===== config.mk =====
export PLATFORM = sky130hd
export DESIGN_NAME = uart_rx_oversampled
export DESIGN_NICKNAME = d
export VERILOG_FILES = /design/src/rtl/uart_rx_oversampled.sv
export SDC_FILE = /design/constraint.sdc
export NUM_CORES = 1
export LEC_CHECK = 0
export ABC_AREA = 0
export CORE_MARGIN = 2
export CORE_UTILIZATION = 61
export CTS_BUF_LIST = sky130_fd_sc_hd__clkbuf_8
export CTS_CLUSTER_DIAMETER = 60
export CTS_CLUSTER_SIZE = 30
export DETAILED_ROUTE_END_ITERATION = 8
export PLACE_DENSITY = 0.86
export SKIP_LAST_GASP = 1
export SYNTH_ARGS = -nofsm -noshare
export SYNTH_HDL_FRONTEND = slang
export SYNTH_SLANG_ARGS = --single-unit

===== constraint.sdc =====
create_clock -name clk -period 3.6 [get_ports clk]
set_input_delay 0.36 -clock clk [delete_from_list [all_inputs] [get_ports clk]]
set_output_delay 0.36 -clock clk [all_outputs]
set_load 0.02 [all_outputs]

===== src/rtl/uart_rx_oversampled.sv =====
// Oversampled UART receiver: recovers start/data/[parity]/stop frames using the baud generator tick.
// Optional parity bit is enabled by defining UART_RX_PARITY_EN (PARITY_ODD then selects odd/even).
module uart_rx_oversampled #(
  parameter int unsigned DATA_BITS   = 8,
  parameter int unsigned OVERSAMPLE  = 16,
  parameter int unsigned SYNC_STAGES = 2
`ifdef UART_RX_PARITY_EN
  , parameter int unsigned PARITY_ODD = 0
`endif
) (
  input  logic                 clk,
  input  logic                 reset,
  input  logic                 BCLK,
  input  logic                 rx,
  output logic [DATA_BITS-1:0] rx_data,
  output logic                 rx_valid,
  output logic                 frame_err,
  output logic                 parity_err,
  output logic                 busy
);

  localparam int unsigned TW = $clog2(OVERSAMPLE);
  localparam int unsigned BW = $clog2(DATA_BITS);

  typedef enum logic [2:0] {
    S_IDLE,
    S_START,
    S_DATA,
    S_PARITY,
    S_STOP,
    S_BREAK
  } state_t;

  state_t               state_q, state_d;
  logic [SYNC_STAGES-1:0] sync_q;
  logic                 rx_s;
  logic [TW-1:0]        tick_q, tick_d;
  logic [BW-1:0]        bit_q, bit_d;
  logic [DATA_BITS-1:0] shift_q, shift_d;
  logic [DATA_BITS-1:0] data_d;
  logic                 valid_d, ferr_d, perr_d;
`ifdef UART_RX_PARITY_EN
  logic                 par_bad_q, par_bad_d;
`endif

  // Metastability synchronizer; idles high so reset never looks like a start bit
  always_ff @(posedge clk) begin
    if (reset) sync_q <= '1;
    else       sync_q <= {sync_q[SYNC_STAGES-2:0], rx};
  end
  assign rx_s = sync_q[SYNC_STAGES-1];

  always_ff @(posedge clk) begin
    if (reset) state_q <= S_IDLE;
    else       state_q <= state_d;
  end

  always_comb begin
    state_d = state_q;
    tick_d  = tick_q;
    bit_d   = bit_q;
    shift_d = shift_q;
    data_d  = rx_data;
    valid_d = 1'b0;
    ferr_d  = 1'b0;
    perr_d  = 1'b0;
`ifdef UART_RX_PARITY_EN
    par_bad_d = par_bad_q;
`endif
    if (BCLK) begin
      case (state_q)
        S_IDLE: begin
          if (!rx_s) begin
            state_d = S_START;
            tick_d  = '0;
          end
        end
        S_START: begin
          // Re-check mid start bit so short glitches fall back to idle silently
          if (tick_q == TW'(OVERSAMPLE/2 - 1)) begin
            tick_d  = '0;
            bit_d   = '0;
            state_d = rx_s ? S_IDLE : S_DATA;
          end else begin
            tick_d = tick_q + TW'(1);
          end
        end
        S_DATA: begin
          if (tick_q == TW'(OVERSAMPLE - 1)) begin
            tick_d  = '0;
            shift_d = {rx_s, shift_q[DATA_BITS-1:1]};
            if (bit_q == BW'(DATA_BITS - 1)) begin
              bit_d = '0;
`ifdef UART_RX_PARITY_EN
              state_d = S_PARITY;
`else
              state_d = S_STOP;
`endif
            end else begin
              bit_d = bit_q + BW'(1);
            end
          end else begin
            tick_d = tick_q + TW'(1);
          end
        end
`ifdef UART_RX_PARITY_EN
        S_PARITY: begin
          if (tick_q == TW'(OVERSAMPLE - 1)) begin
            tick_d    = '0;
            par_bad_d = rx_s ^ (^shift_q) ^ 1'(PARITY_ODD);
            state_d   = S_STOP;
          end else begin
            tick_d = tick_q + TW'(1);
          end
        end
`endif
        S_STOP: begin
          if (tick_q == TW'(OVERSAMPLE - 1)) begin
            tick_d = '0;
            if (rx_s) begin
              data_d  = shift_q;
              valid_d = 1'b1;
`ifdef UART_RX_PARITY_EN
              perr_d  = par_bad_q;
`endif
              state_d = S_IDLE;
            end else begin
              ferr_d  = 1'b1;
              state_d = S_BREAK;
            end
          end else begin
            tick_d = tick_q + TW'(1);
          end
        end
        S_BREAK: begin
          // Hold off until the line returns high so a stuck-low line cannot retrigger
          if (rx_s) state_d = S_IDLE;
        end
        default: state_d = S_IDLE;
      endcase
    end
  end

  always_ff @(posedge clk) begin
    if (reset) begin
      tick_q     <= '0;
      bit_q      <= '0;
      shift_q    <= '0;
      rx_data    <= '0;
      rx_valid   <= 1'b0;
      frame_err  <= 1'b0;
      parity_err <= 1'b0;
      busy       <= 1'b0;
    end else begin
      tick_q     <= tick_d;
      bit_q      <= bit_d;
      shift_q    <= shift_d;
      rx_data    <= data_d;
      rx_valid   <= valid_d;
      frame_err  <= ferr_d;
      parity_err <= perr_d;
      busy       <= (state_d != S_IDLE);
    end
  end

`ifdef UART_RX_PARITY_EN
  always_ff @(posedge clk) begin
    if (reset) par_bad_q <= 1'b0;
    else       par_bad_q <= par_bad_d;
  end
`endif

endmodule


==> results.txt <==
The net count reported at finish came out at 169. The library cell occupying the most area in the post-synthesis netlist is dfxtp_1. The clock sink count came out at 31. The cell-internal power is 577 µW.

The detail-routed via count per cell came out at just under 6. Across the run, the number of max-cap violations was 0. The combinational share of power is 3.0%. The HPWL reported at the end of detailed placement came out at between 1.5 and 2 mm. In this design, the stage delay of the slowest critical-path cell is approximately 0.59 ns. TritonCTS built the clock tree. The width of the die came out at roughly 52 µm. Setup repair after global routing left no endpoint under its margin. The maximum fanout encountered on the critical timing path came out at 12. The synthesized instance count came out at 152.

The overflow left after global routing is 0. In this run, post-CTS repair resized a total of 0 instances. For this block, the initial DRC count from the detailed router was between 60 and 70. The number of buffers inserted by hold repair at cts is 0. The count of flip-flops with a built-in enable after synthesis is 0.

The pre-CTS worst setup slack came out at 1.37 ns. VDD sags by at most approximately 480 µV. The utilization after layout came out at 75.2%.

The multi-input combinational cell area came out at ~730 µm². The critical path in this run is classified as reg -> reg. The number of synthesized register bits is 31. The die is about 52 µm tall. For this design the total switching power over the nets is roughly 140 µW. In this run switching power makes up between 10% and 20% of total power.

The critical path goes through nor3b_1, nand3_1, mux2i_1, nor2_1. Setup slack on the critical path of the routed design comes to 1.40 ns. The weighted congestion at the end of routability-driven global placement came out at roughly 0.87. The H-tree was split into 2 levels. For this design, the slowest cell found on the critical path is dfxtp_1.

Clock tree synthesis selected as its root buffer the cell clkbuf_8. The wire length after detailed routing came out at 2.71 mm. The number of nets still failing antenna checks after routing is 0. The average cell area after synthesis came out at between 9 and 10 µm².

The final setup violation count is 0. At the later pin of the worst-skew pair, clock insertion delay measures 0.28 ns. The first-pass iteration count of the detailed router is 4.

Registers take 621 µm². The clock passes through at most 2 buffers. STA classifies the critical path endpoint as a register. In the final routed layout, each cell accounts on average for 14.2 µm. The clock share of power came out at around half. The type of the most critical hold path is reg -> reg. The number of antenna diodes in the final layout is 0. The number of antenna violations at the first check in global routing came out at 0. Global routing used between 20% and 30% of the available tracks. The launching instance or port of the critical path is state_q[1].

The critical path required time is approximately 3.7 ns. The share of the cycle needed by the critical path after routing came out at between 60% and 70%. The row count came out at 17. Sequential cells burn between 40% and 50% of the power.

The synthesized netlist contains about 40 unique library cells. The count of final hold-check violations was 0. The worst clock skew on the final layout is between 0.005 and 0.006 ns. The max-slew violation count was 0.

The worst slew margin relative to its limit came out at between 30% and 40%. The maximum clock frequency came out at ~460 MHz. The critical path data arrival time is between 2 and 2.5 ns. The run finished with clean final reports. The post-detailed-placement cell area came out at between 1500 and 2000 µm².

When the netlist entered floorplanning its net count stood at approximately 160. The most common flop cell mapped by yosys is dfxtp_1. The detailed router placed around 1,100 vias in this run.

The total negative slack came out at 0 ns. The total power consumption of the routed design came out at slightly above 700 µW. After synthesis the cells add up to 1420 µm². Input and output buffers added on the ports amount to 14. The power density normalized to cell area came out at about 430 nW/µm². For this design the static power due to leakage is 0.731 nW. The fraction of post-synthesis cell area in the top cell type by area is roughly 44%. The number of global-route vias before repair is between 900 and 1,000. Of the synthesized area, sequential elements account for around 44%.

The number of clock buffers inserted by TritonCTS is 5. The final critical path time including I/O delays and setup came out at between 2 and 2.5 ns. The number of setup buffers added after CTS is 0. The count of fill cells added during filler insertion came out at roughly 160. The number of top-level design ports is 16. The slew at the pin closest to its max-slew limit is 1.02 ns. The largest net degree at the start of global routing came out at 32.

The residual DRC count is 0. The startpoint identified for the worst register-to-register timing path is state_q[1]. After floorplanning, the core was sized to cover roughly 2200 µm². The count of synthesis-stage warnings from yosys came out at 0. Of the cells placed in the final design, the portion with a size suffix greater than 1 is under 10%. The initial cell density of the core is between 60% and 70%.

The startpoint type of the worst setup path is a register. The die outline area is around 2700 µm². The global-route wire length before repair came out at ~4.5 mm. After synthesis, the cell types taking the most area are dfxtp_1, mux2i_1, nor2_1. The fraction of registers with async set or reset after synthesis is 0%. The final instance area is about 1700 µm². The startpoint identified for the worst hold timing path is sync_q[0]. From synthesis to final layout, the design area changed by 17.2%.

After clock tree synthesis, the clock-pin slew on the worst setup and hold paths is 0.07 ns.
[state kept, by name (all words and copies together) (netlist names)]
name and cells:
tick_q 4, bit_q 3, sync_q 2, shift_q 8, rx_valid 1, rx_data 8
busy 1, state_q 3, frame_err 1
[worst max-delay path, delay by kind of cell (launching register included)]
family           cells  cell delay, ns
DFF                  1            0.59
and+or+nand+nor      3            1.11
muxes                1            0.35
[power by group through the flow]
| stage | clock [mW] | sequential (mW) | combinational [mW] |
|---|---|---|---|
| 6_report | 0.352 | 0.348 | 0.0217 |
| 5_1_grt | 0.371 | 0.348 | 0.0240 |
| 3_3_place_gp | 0 | 0.355 | 0.0209 |
| 2_1_floorplan | 0 | 0.354 | 0.0174 |
| 4_1_cts | 0.354 | 0.348 | 0.0215 |
| 3_5_place_dp | 0 | 0.355 | 0.0214 |
[final cells by class]
class                   count  share of cell area, %
clock buffers               6                   4.97
clock inverters             2                   2.11
inverters                   4                  0.903
multi-input cells         106                   44.2
flip-flops and latches     31                   37.3
well taps                  28                   2.11
repair buffers             14                   8.43
[routing by layer]
layer	vias to the layer above	routed length [µm]	global-route usage, %
li1	561	-	-
met1	518	1230	30.6
met2	45	1250	35.7
met3	3	208	8.86
met4	0	16	6.84
met5	-	0	0
[cell usage in the layout, fill, tap and decap left out, types with 2 or more instances in the layout]
cell / n
clkbuf_8: 6
mux2i_1: 18
inv_1: 4
nor2_1: 22
or2_2: 2
nand3_1: 4
nand4b_1: 2
nand3b_1: 2
o21ai_0: 5
a31oi_1: 3
nor2b_1: 4
nor4_1: 2
dfxtp_1: 31
nand2_1: 6
a21oi_1: 5
clkdlybuf4s50_1: 14
nand4_1: 3
nand2b_1: 4
nor3b_1: 2
ha_1: 3
[logic make-up (layout without fill, tap and decap cells)]
kind of cell	count (synthesis)	after routing	synth area share, %
other cells	1	1	0.264
fa+ha+maj	3	3	2.65
xor+xnor	1	1	0.617
flops	31	31	43.7
mux	18	18	12.7
buf+inv	15	26	4.50
simple gates	59	59	22.8
compound gates	24	24	12.8
[worst paths after layout]
path | slack (ns) | cells past startpoint | to
setup reg to reg | 1.40 | 4 | bit_q[2]
hold reg to reg | 0.43 | 1 | sync_q[1]
setup / recovery | 1.40 | 4 | bit_q[2]
hold / removal | 0.43 | 1 | sync_q[1]
[Yosys cell counts (4+ instances only)]
| master | instances |
|---|---|
| nand3_1 | 4 |
| inv_1 | 4 |
| mux2i_1 | 18 |
| o21ai_0 | 5 |
| dfxtp_1 | 31 |
| nor2_1 | 22 |
| nand2_1 | 6 |
| nand2b_1 | 4 |
| a21oi_1 | 5 |
| nor2b_1 | 4 |
| clkbuf_1 | 7 |
[per-stage QoR]
| stage | std cells | hold WS (ns) |
|---|---|---|
| after detailed placement | 183 | 0.406 |
| after global placement | 183 | 0.398 |
| after floorplan | 152 | 0.389 |
| after global routing | 191 | 0.445 |
| after CTS | 191 | 0.420 |
| final | 191 | 0.427 |
Power figures use the tool's default switching activity.
